$ cat config.mk
export PLATFORM = sky130hd
export DESIGN_NAME = div_issue_writeback_ctrl
export DESIGN_NICKNAME = d
export VERILOG_FILES = /design/src/rtl/div_issue_writeback_ctrl.sv
export SDC_FILE = /design/constraint.sdc
export NUM_CORES = 1
export LEC_CHECK = 0
export ABC_AREA = 0
export BUFFER_PORTS_ARGS = -buffer_cell sky130_fd_sc_hd__buf_4
export CORE_MARGIN = 3
export CORE_UTILIZATION = 57
export CTS_CLUSTER_DIAMETER = 80
export DETAILED_ROUTE_END_ITERATION = 8
export PLACE_DENSITY = 0.9
export SETUP_SLACK_MARGIN = 0.2
export SLEW_MARGIN = 20
export SYNTH_ARGS = -nofsm -noshare
export SYNTH_HDL_FRONTEND = slang
export SYNTH_SLANG_ARGS = --single-unit
$ cat constraint.sdc
create_clock -name i_clk -period 7.9 [get_ports i_clk]
set_input_delay 0 -clock i_clk [delete_from_list [all_inputs] [get_ports i_clk]]
set_output_delay 0 -clock i_clk [all_outputs]
set_load 0.01 [all_outputs]
$ cat src/rtl/div_issue_writeback_ctrl.sv
// Issue and writeback wrapper around a fixed-latency, in-order pipelined divider:
// tags in-flight ops, picks quotient/remainder and buffers results under a credit limit.
module div_issue_writeback_ctrl #(
    parameter int WIDTH        = 32,
    parameter int RESULT_DEPTH = 8
) (
    input  logic             i_clk,
    input  logic             i_rst,
    input  logic             i_issue_valid,
    output logic             o_issue_ready,
    input  logic [1:0]       i_issue_op,
    input  logic [4:0]       i_issue_rd,
    input  logic [WIDTH-1:0] i_issue_dividend,
    input  logic [WIDTH-1:0] i_issue_divisor,
    input  logic             i_flush,
    output logic             o_div_valid,
    output logic             o_div_is_signed,
    output logic [WIDTH-1:0] o_div_dividend,
    output logic [WIDTH-1:0] o_div_divisor,
    input  logic             i_div_valid,
    input  logic [WIDTH-1:0] i_div_quotient,
    input  logic [WIDTH-1:0] i_div_remainder,
    output logic             o_wb_valid,
    input  logic             i_wb_ready,
    output logic [4:0]       o_wb_rd,
    output logic [WIDTH-1:0] o_wb_data,
    output logic             o_protocol_error
);
    localparam int AW = $clog2(RESULT_DEPTH);
    localparam int CW = AW + 1;
    localparam logic [CW:0] CREDIT_MAX = (CW+1)'(RESULT_DEPTH);

    logic [AW-1:0]    tag_wr_ptr, tag_rd_ptr;
    logic [CW-1:0]    tag_cnt;
    logic             tag_rem_mem  [RESULT_DEPTH];
    logic [4:0]       tag_rd_mem   [RESULT_DEPTH];
    logic             tag_kill_mem [RESULT_DEPTH];

    logic [AW-1:0]    res_wr_ptr, res_rd_ptr;
    logic [CW-1:0]    res_cnt;
    logic [4:0]       res_rd_mem   [RESULT_DEPTH];
    logic [WIDTH-1:0] res_data_mem [RESULT_DEPTH];

    logic [CW:0]      credit_used;
    logic             accept, tag_pop, res_push, res_pop, err_set;
    logic [WIDTH-1:0] ret_data;

    function automatic logic [WIDTH-1:0] select_result(input logic             is_rem,
                                                       input logic [WIDTH-1:0] quo,
                                                       input logic [WIDTH-1:0] rem);
        return is_rem ? rem : quo;
    endfunction

    // Issue stage: zero-latency pass-through gated by credits
    always_comb begin
        credit_used   = {1'b0, tag_cnt} + {1'b0, res_cnt};
        o_issue_ready = ~i_rst & ~i_flush & (credit_used < CREDIT_MAX);
        accept        = i_issue_valid & o_issue_ready;
        tag_pop       = i_div_valid & (tag_cnt != '0);
        err_set       = i_div_valid & (tag_cnt == '0);
        res_push      = tag_pop & ~tag_kill_mem[tag_rd_ptr] & ~i_flush;
        o_wb_valid    = (res_cnt != '0) & ~i_flush;
        res_pop       = o_wb_valid & i_wb_ready;
        ret_data      = select_result(tag_rem_mem[tag_rd_ptr], i_div_quotient, i_div_remainder);
    end

    assign o_div_valid     = accept;
    assign o_div_is_signed = ~i_issue_op[0];
    assign o_div_dividend  = i_issue_dividend;
    assign o_div_divisor   = i_issue_divisor;
    assign o_wb_rd         = res_rd_mem[res_rd_ptr];
    assign o_wb_data       = res_data_mem[res_rd_ptr];

    always_ff @(posedge i_clk or posedge i_rst) begin
        if (i_rst) begin
            tag_wr_ptr       <= '0;
            tag_rd_ptr       <= '0;
            tag_cnt          <= '0;
            res_wr_ptr       <= '0;
            res_rd_ptr       <= '0;
            res_cnt          <= '0;
            o_protocol_error <= 1'b0;
        end else begin
            if (accept)  tag_wr_ptr <= tag_wr_ptr + AW'(1);
            if (tag_pop) tag_rd_ptr <= tag_rd_ptr + AW'(1);
            tag_cnt <= tag_cnt + CW'(accept) - CW'(tag_pop);
            // Flush empties the result FIFO; nothing can push or pop that cycle
            if (i_flush) begin
                res_rd_ptr <= res_wr_ptr;
                res_cnt    <= '0;
            end else begin
                if (res_push) res_wr_ptr <= res_wr_ptr + AW'(1);
                if (res_pop)  res_rd_ptr <= res_rd_ptr + AW'(1);
                res_cnt <= res_cnt + CW'(res_push) - CW'(res_pop);
            end
            if (err_set) o_protocol_error <= 1'b1;
        end
    end

    // Writeback stage: tag metadata and result storage (no reset needed)
    always_ff @(posedge i_clk) begin
        if (accept) begin
            tag_rem_mem[tag_wr_ptr] <= i_issue_op[1];
            tag_rd_mem[tag_wr_ptr]  <= i_issue_rd;
        end
        for (int i = 0; i < RESULT_DEPTH; i++) begin
            if (i_flush)
                tag_kill_mem[i] <= 1'b1;
            else if (accept && (tag_wr_ptr == AW'(i)))
                tag_kill_mem[i] <= 1'b0;
        end
        if (res_push) begin
            res_rd_mem[res_wr_ptr]   <= tag_rd_mem[tag_rd_ptr];
            res_data_mem[res_wr_ptr] <= ret_data;
        end
    end
endmodule

Word level (Yosys, flattened, before mapping). Memories as Yosys holds them, arrays and structs flattened. Cells that the tools add are included.

Memory bits (writable): 352. Logic and storage cells: 106. Output and inout bits: 106. Memories: 5. Input port bits: 141. Register bits after elaboration: 21.

Memory list: res_data_mem (words 8, bits a word 32, rd ports 1, clocked after Yosys merged registers in 0, write ports 1, RTL line 42) `logic [WIDTH-1:0] res_data_mem [RESULT_DEPTH];`; res_rd_mem (words 8, bits a word 5, rd ports 1, clocked after Yosys merged registers in 0, write ports 1, RTL line 41) `logic [4:0] res_rd_mem [RESULT_DEPTH];`; tag_rd_mem (words 8, bits a word 5, rd ports 1, clocked after Yosys merged registers in 0, write ports 1, RTL line 36) `logic [4:0] tag_rd_mem [RESULT_DEPTH];`; tag_kill_mem (words 8, bits a word 1, rd ports 1, clocked after Yosys merged registers in 0, write ports 8, RTL line 37) `logic tag_kill_mem [RESULT_DEPTH];`; tag_rem_mem (words 8, bits a word 1, rd ports 1, clocked after Yosys merged registers in 0, write ports 1, RTL line 35) `logic tag_rem_mem [RESULT_DEPTH];`.

Equality and inequality tests: 7. Muxes and demuxes: 42. $lt $le $gt $ge: 1. Reductions and logical operators: 14. Add/sub/neg operators: 9. Bitwise gates (word level): 21.

Operators by type and width (count): 1-bit 2-to-1 mux (38); 32-bit 2-to-1 mux (1); 3-bit by 1-bit adder with 3-bit output (second input constant) (4); 3-bit equality test (second input constant) (4); 1-bit bitwise AND (9); 4-bit by 1-bit adder with 4-bit output (2); 1-bit logical AND (8); 1-bit bitwise OR (8); 4-bit nonzero test (2); 4-bit by 1-bit subtractor with 4-bit output (2); 3-bit by 2-bit equality test with 1-bit output (second input constant) (2); 3-bit 2-to-1 mux (2); 4-bit by 4-bit adder with 5-bit output (1); 5-bit by 4-bit < comparator with 1-bit output (second input constant) (1); 4-bit logical NOT (1); 4-bit 2-to-1 mux (1); 1-bit NOT (4); 3-bit by 1-bit equality test with 1-bit output (second input constant) (1); 3-bit logical NOT (1); 2-bit AND reduction (1); 2-bit nonzero test (1).

Logic depth before layout (Yosys ltp). Gate-level depths: netlist (run 1).

Depth in word-level cells: 9. Mapped depth: 13. Depth with buffers taken out: 12.

Worst setup path after synthesis (run 1). Ideal clock, no wire load.

Kind: reg2reg. Start point: register tag_rd_ptr[0]. End point: memory res_data_mem[0][0], enable pin. Path buffers: 2. Cell stages (with the launch flop): 7. Period minus slack after synthesis: 5.831 ns. Data arrival time: 5.307 ns. Path slack: 2.069 ns. Setup time: 0.524 ns. Data required time: 7.376 ns. Cells stage by stage: dfrtp_1 > buf_6 > mux2_1 > mux4_2 > or3_4 > buf_6 > nor4_1.

Word-level cells in the longest chain between the ends: 6.

Ends and longest elaborated chain: from (decl) (RTL line 33) `logic [AW-1:0] tag_wr_ptr, tag_rd_ptr;`; from (signal assigned) (RTL line 85) `if (tag_pop) tag_rd_ptr <= tag_rd_ptr + AW'(1);`; memory 8 x 1 bit; 1-bit NOT (RTL line 61) `res_push = tag_pop & ~tag_kill_mem[tag_rd_ptr] & ~i_flush;`; 1-bit bitwise AND (2 in series) (RTL line 61); 1-bit 2-to-1 mux (RTL line 112) `if (res_push) begin`; 1-bit 2-to-1 mux (not written as such) (RTL line 114) `res_data_mem[res_wr_ptr] <= ret_data;`; to (decl) (RTL line 42).

No other way between the ends.

Worst setup path in the final report (run 1).
Start point: register tag_cnt[3]. End point: memory tag_rem_mem[0], enable pin.

Word-level cells in the longest chain between the ends: 6.

Ends and longest elaborated chain: from (decl) (RTL line 34) `logic [CW-1:0] tag_cnt;`; from (signal assigned) (RTL line 86) `tag_cnt <= tag_cnt + CW'(accept) - CW'(tag_pop);`; 4-bit by 4-bit adder with 5-bit output (RTL line 56) `credit_used = {1'b0, tag_cnt} + {1'b0, res_cnt};`; 5-bit by 4-bit < comparator with 1-bit output (RTL line 57) `o_issue_ready = ~i_rst & ~i_flush & (credit_used < CREDIT_MAX);`; 1-bit bitwise AND (RTL line 57); 1-bit bitwise AND (RTL line 58) `accept = i_issue_valid & o_issue_ready;`; 1-bit 2-to-1 mux (RTL line 102) `if (accept) begin`; 1-bit 2-to-1 mux (not written as such) (RTL line 103) `tag_rem_mem[tag_wr_ptr] <= i_issue_op[1];`; to (decl) (RTL line 35).

No other way between the ends.

==> flow_summary.ini, run 1 <==
[run_status]
status = finished, final reports clean

[timing]
slew_headroom_pct = 26.3
finalHoldViolations = 0
rsz0062_at_grt = no
period_needed_ns = 3.55
finalSetupViolCount = 0
skew_ns = 0.0325
slew_violations = 0
hold_ws_ns = 0.00000392
tightest_slew_ns = 1.11
post-route-period-util_pct = 45.0
timing.final.ws_setup_ns = 4.35
final.setup.tns_ns = 0
max_freq_ghz = 0.282

[route]
drtAntennaViolNets = 0
drt-total-wl_mm = 33.3
vias_per_cell = 6.11
wire_per_inst_um = 26.0
drtIter0Drc = 817
first_pass_iters = 5
drc = 0
vias = 7823

[synth]
yosysMostFrequentCell = edfxtp_1
synth-edff-count = 351
seq_area_frac_synth_pct = 71.3
yosys.area.top_type = edfxtp_1
synthCells = 771
synth_cell_types = 39
synthArstFlopShare_pct = 5.63
synth.top_cell.area_share_pct = 67.8
synth_nets = 936
ys_top_cells_by_count = edfxtp_1 (351), mux4_2 (87), mux2_2 (77)
synth_ff_type = edfxtp_1
ys_ff_latch = 373
synth_area_leaders = edfxtp_1 (68%), mux4_2 (13%), mux2_2 (5.6%)
synthesis.area_um2 = 15500
synth_area_per_cell_um2 = 20.2
ys_warn_count = 0

[final_layout]
finalNonFillerCells = 1281
area_growth_pct = 18.4
seq_area_um2 = 11100
antenna_cells = 0
final_area_um2 = 18400
n_fill_cell = 1523
nets = 1083
drive_gt1_share_pct = 38.6
multi_input_area_um2 = 3790

[pwr]
p_comb_share_pct = 25.8
p_per_area_nw_per_um2 = 327
p_clk_share_pct = 30.7
power.switching_w = 0.00164
switching_share_pct = 27.2
p_leak_nw = 6.23
vdd_drop_max_mv = 0.221
pwr-share-seq_pct = 43.4
cellInternalPower_w = 0.00438

[clocking]
cts_buffers = 37
post_cts_resized = 0
cts_setup_buffers = 0
root_buffer = clkbuf_16
clkSinkCount = 373
clk_pin_slew_ns = 0.06
clock_latency_ns = 0.53
cts_max_path_buffers = 3
cts_tree = done
htreeDepth = 2

[setup_path]
r2r-end = tag_rem_mem[0]$_DFFE_PP_
timing.rr.start = tag_cnt[3]$_DFF_PP0_
startpoint_type = flip-flop
startpoint = tag_cnt[3]$_DFF_PP0_
crit_chain = ha_1, or4_1, a2111oi_4, nand2_1, nor3_1
worstSetupEndpoint = tag_rem_mem[0]$_DFFE_PP_
worst-setup-path-type = flip-flop to flip-flop
reg2reg_depth = 5
crit_slowest_cell = a2111oi_4
rrSetupSlack_ns = 4.35
path_max_fanout = 17
crit_path_end_kind = flip-flop
crit_arrival_ns = 3.68
crit_path_max_incr_delay_ns = 0.89
crit_required_ns = 8.03

[min_path]
min_path_type = primary input to output port

[placement]
placed_cells = 1139
gp_congestion = 0.769
placed_area_um2 = 16400
pre_cts_ws_ns = 4.43
dp_hpwl_mm = 17.6
numPortBuffers = 118

[floorplan]
die_h_um = 171
io_pins = 247
die_area_um2 = 29300
initial_utilization_pct = 58.8
core_um2 = 26400
rows = 59
die_w_um = 171

[grt]
grt_max_degree = 77
grt_pass1_wl_mm = 49.9
grt_use_total_pct = 23.0
grt_pass1_vias = 8174
antenna_found_initial = 1
grt.overflow.total = 0

[job]
cap_violations = 0
## cell type report
cell class / count / area share (%)
clock buffers: 47 / 5.41
repair buffers: 206 / 9.42
flip-flops and latches: 373 / 60.3
multi-input cells: 277 / 20.6
well taps: 335 / 2.28
inverters: 23 / 0.469
clock inverters: 20 / 1.55
## through the flow
stage          util [%]  power, W
3_5_place_dp       61.9   0.00406
4_1_cts            69.6   0.00604
6_report           69.6   0.00602
5_1_grt            69.6   0.00626
3_3_place_gp       61.9   0.00400
2_1_floorplan         -   0.00361
## placed cells by master, fill, tap and decap left out, types with 3 or more instances in the layout
cell and instances:
edfxtp_1 351, buf_4 131, mux4_2 87, mux2_2 77, dlygate4sd3_1 75, clkbuf_16 38
inv_1 22, ha_1 22, nand2_1 19, dfrtp_1 19, nor2_1 10, xnor2_1 8
clkbuf_1 8, nand2b_1 7, bufinv_16 7, nand3_1 6, clkinv_1 5, clkinv_2 5
a21oi_1 4, o21ai_0 3, a21o_1 3, nor3_2 3, nor4b_4 3
## worst min path at each step
stage	endpoint	startpoint	cells after the start	slack (ns)
after floorplan	o_protocol_error$_DFFE_PP0P_	i_rst	1	-0.02
after global placement	o_div_dividend[0]	i_issue_dividend[0]	0	0.00007
after detailed placement	o_div_dividend[0]	i_issue_dividend[0]	0	0.00007
after CTS	o_div_dividend[0]	i_issue_dividend[0]	0	0.00007
after global routing	o_div_dividend[24]	i_issue_dividend[24]	0	0.00002
final	o_div_dividend[24]	i_issue_dividend[24]	0	0.000004
## power by group through the flow
stage | Sequential [W] | Combinational, W | Clock (W)
after global placement | 0.00265 | 0.00135 | 0
after global routing | 0.00263 | 0.00168 | 0.00194
after CTS | 0.00262 | 0.00156 | 0.00187
after floorplan | 0.00251 | 0.00111 | 0
final | 0.00261 | 0.00155 | 0.00185
after detailed placement | 0.00266 | 0.00141 | 0
## repair_timing
item,4_1_cts,5_1_grt
endpoints found under the hold margin,354,0
hold buffers,75,0
setup endpoints to repair,0,0
## critical path, delay by kind of cell (launching register included)
kind                     cells  cell delay, ns
adder cells (fa/ha/maj)      1            0.29
AND/OR/NAND/NOR              3            1.60
AO/OA/AOI/OAI                1            0.89
flip-flops                   1            0.39
## layer usage
layer / GRT usage, % / part of all wire (%)
met1: 30.1 / 38
met2: 39.2 / 52
met3: 4.00 / 6.6
met4: 8.61 / 3.5
met5: 0 / 0.042
## state kept, by name, summed over array words and instances, names as in the netlist
name              count
tag_rem_mem           8
res_data_mem        256
res_cnt               4
res_rd_ptr            3
tag_wr_ptr            3
tag_cnt               4
res_rd_mem           40
tag_rd_mem           40
tag_rd_ptr            3
o_protocol_error      1
tag_kill_mem          8
res_wr_ptr            3
## kinds of logic (layout without fill, tap and decap cells)
family,Yosys count,after routing,synth area share [%]
flip-flops,373,373,71.3
multiplexers,168,168,18.5
AO/OA/AOI/OAI,17,17,0.870
adder cells (fa/ha/maj),24,24,2.03
AND/OR/NAND/NOR,58,58,2.08
buffers and inverters,121,296,4.66
XOR/XNOR,10,10,0.564
(Power assumes the default switching activity.)
==> inputs of run 2 (changes only) <==
Settings changed: CORE_UTILIZATION 57 to 51, PLACE_DENSITY 0.9 to 0.86.
Clock period 7.9 ns to 3 ns, I/O delays scaled along.
==> flow_summary.ini, run 2 (synthesized netlist as in run 1, its figures left out) <==
[run_status]
status = finished, final reports clean

[grt]
gr-max-usage-layer = met2
grt_util_met1_pct = 24.1
grt_pass1_vias = 8389
use_met3_pct = 4.02
antenna_found_initial = 0
grt.overflow.total = 0
grt_max_degree = 39
grt_use_total_pct = 19.3
grtUsageMet2_pct = 33.6
grt_pass1_wl_mm = 48.7

[placement]
numPortBuffers = 118
dp_hpwl_mm = 17.3
gp_congestion = 0.814
placed_cells = 1206
placed_area_um2 = 16700

[setup_path]
startpoint = tag_rd_ptr[0]$_DFFE_PP0P_
worstSetupEndpoint = res_cnt[1]$_DFF_PP0_
worst-setup-path-type = flip-flop to flip-flop
crit_required_ns = 3.45
timing.rr.start = tag_rd_ptr[0]$_DFFE_PP0P_
crit_path_end_kind = flip-flop
rrSetupSlack_ns = 0.24
path_max_fanout = 5
crit_arrival_ns = 3.20
r2r-end = res_cnt[1]$_DFF_PP0_
startpoint_type = flip-flop
reg2reg_depth = 8

[timing]
finalHoldViolations = 0
slew_headroom_pct = 34.9
post-route-period-util_pct = 91.9
final.setup.tns_ns = 0
tightest_slew_ns = 0.974
period_needed_ns = 2.76
skew_ns = 0.0276
max_freq_ghz = 0.363
slew_violations = 0
finalSetupViolCount = 0
rsz0062_at_grt = yes

[clocking]
clock_latency_ns = 0.53
cts_tree = done
clk_pin_slew_ns = 0.06
htreeDepth = 2
cts_max_path_buffers = 3
cts_buffers = 37
root_buffer = clkbuf_16
clkSinkCount = 373

[final_layout]
final_common_cell = edfxtp_1
top_register = res_data_mem
top_regs = res_data_mem (256), res_rd_mem (40), tag_rd_mem (40)
nets = 1096
antenna_cells = 0
final_area_um2 = 18700
finalNonFillerCells = 1348
area_growth_pct = 20.4
final_cell_mix = edfxtp_1 (351), buf_4 (132), mux4_2 (87)
largest_reg_flops = 256
drive_gt1_share_pct = 40.6

[floorplan]
initial_utilization_pct = 52.2
rows = 63
die_w_um = 181
core_um2 = 29800
die_area_um2 = 32600
die_h_um = 181
io_pins = 247

[route]
drc = 0
drtIter0Drc = 605
vias_per_cell = 5.68
drt-total-wl_mm = 31.7
vias = 7655
wire_per_inst_um = 23.5
drtAntennaViolNets = 0
first_pass_iters = 5

[job]
cap_violations = 0

[pwr]
p_leak_nw = 6.33
vdd_drop_max_mv = 0.495
p_per_area_nw_per_um2 = 820
total_power_w = 0.0153

[min_path]
min_path_type = primary input to output port
==> run 2: cell types whose count changed in the layout (fill, tap and decap cells not counted), moves of 3 or more <==
cell       delta
buf_12       +10
bufinv_16     -5
clkbuf_1      +4
nor3_4        +4
nor2_1        -3
nor2_2        +3
==> run 2: timing repair <==
action | CTS | global route
pin swaps | 0 | 1
endpoints found under the hold margin | 348 | 0
hold buffers | 73 | 0
resized for setup | 1 | 9
buffers inserted | 1 | 1
cloned | 0 | 1
endpoints found under the setup margin | 2 | 81
==> run 2: metrics by stage <==
stage          hold slack (ns)  utilization (%)  worst slack (ns)
6_report            0.00000392             62.8             0.243
5_1_grt              0.0000151             62.8             0.158
4_1_cts              0.0000686             62.6             0.205
3_5_place_dp         0.0000686             56.1             0.169
3_3_place_gp         0.0000686             56.1             0.223
2_1_floorplan          -0.0235                -            -0.520
==> run 2: layer usage <==
metal  part of all wire (%)  wire length, µm
met5                      0                0
met4                    3.6             1130
met1                     38            12200
met3                    6.1             1920
met2                     52            16500
==> run 2: worst min-delay path by stage <==
stage / startpoint / endpoint / slack, ns / cells after the start
3_3_place_gp: i_issue_dividend[12] / o_div_dividend[12] / 0.00007 / 0
4_1_cts: i_issue_dividend[12] / o_div_dividend[12] / 0.00007 / 0
2_1_floorplan: i_rst / o_protocol_error$_DFFE_PP0P_ / -0.02 / 1
3_5_place_dp: i_issue_dividend[12] / o_div_dividend[12] / 0.00007 / 0
6_report: i_issue_divisor[0] / o_div_divisor[0] / 0.000004 / 0
5_1_grt: i_issue_dividend[20] / o_div_dividend[20] / 0.00002 / 0
==> run 2: power breakdown <==
group | internal (W) | leakage, nW | switching (W) | total, W
Clock | 0.00255 | 0.558 | 0.00190 | 0.00445
Combinational | 0.00212 | 2.36 | 0.00208 | 0.00420
Sequential | 0.00640 | 3.40 | 0.000289 | 0.00669
==> run 2: layout make-up <==
type | count | area [µm²]
Clock inverter | 15 | 150
Multi-Input combinational cell | 277 | 3880
Fill cell | 1975 | 11100
Tap cell | 390 | 488
Inverter | 23 | 86.3
Sequential cell | 373 | 11100
Clock buffer | 51 | 1010
Timing Repair Buffer | 219 | 2000
==> run 2: worst max-delay path, stage by stage (launching register included) <==
cell     delay, ns
dfrtp_2       0.45
mux2_4        0.30
mux4_2        0.48
or3_4         0.36
ha_4          0.27
inv_1         0.03
ha_2          0.17
fa_2          0.51
nor2b_1       0.12
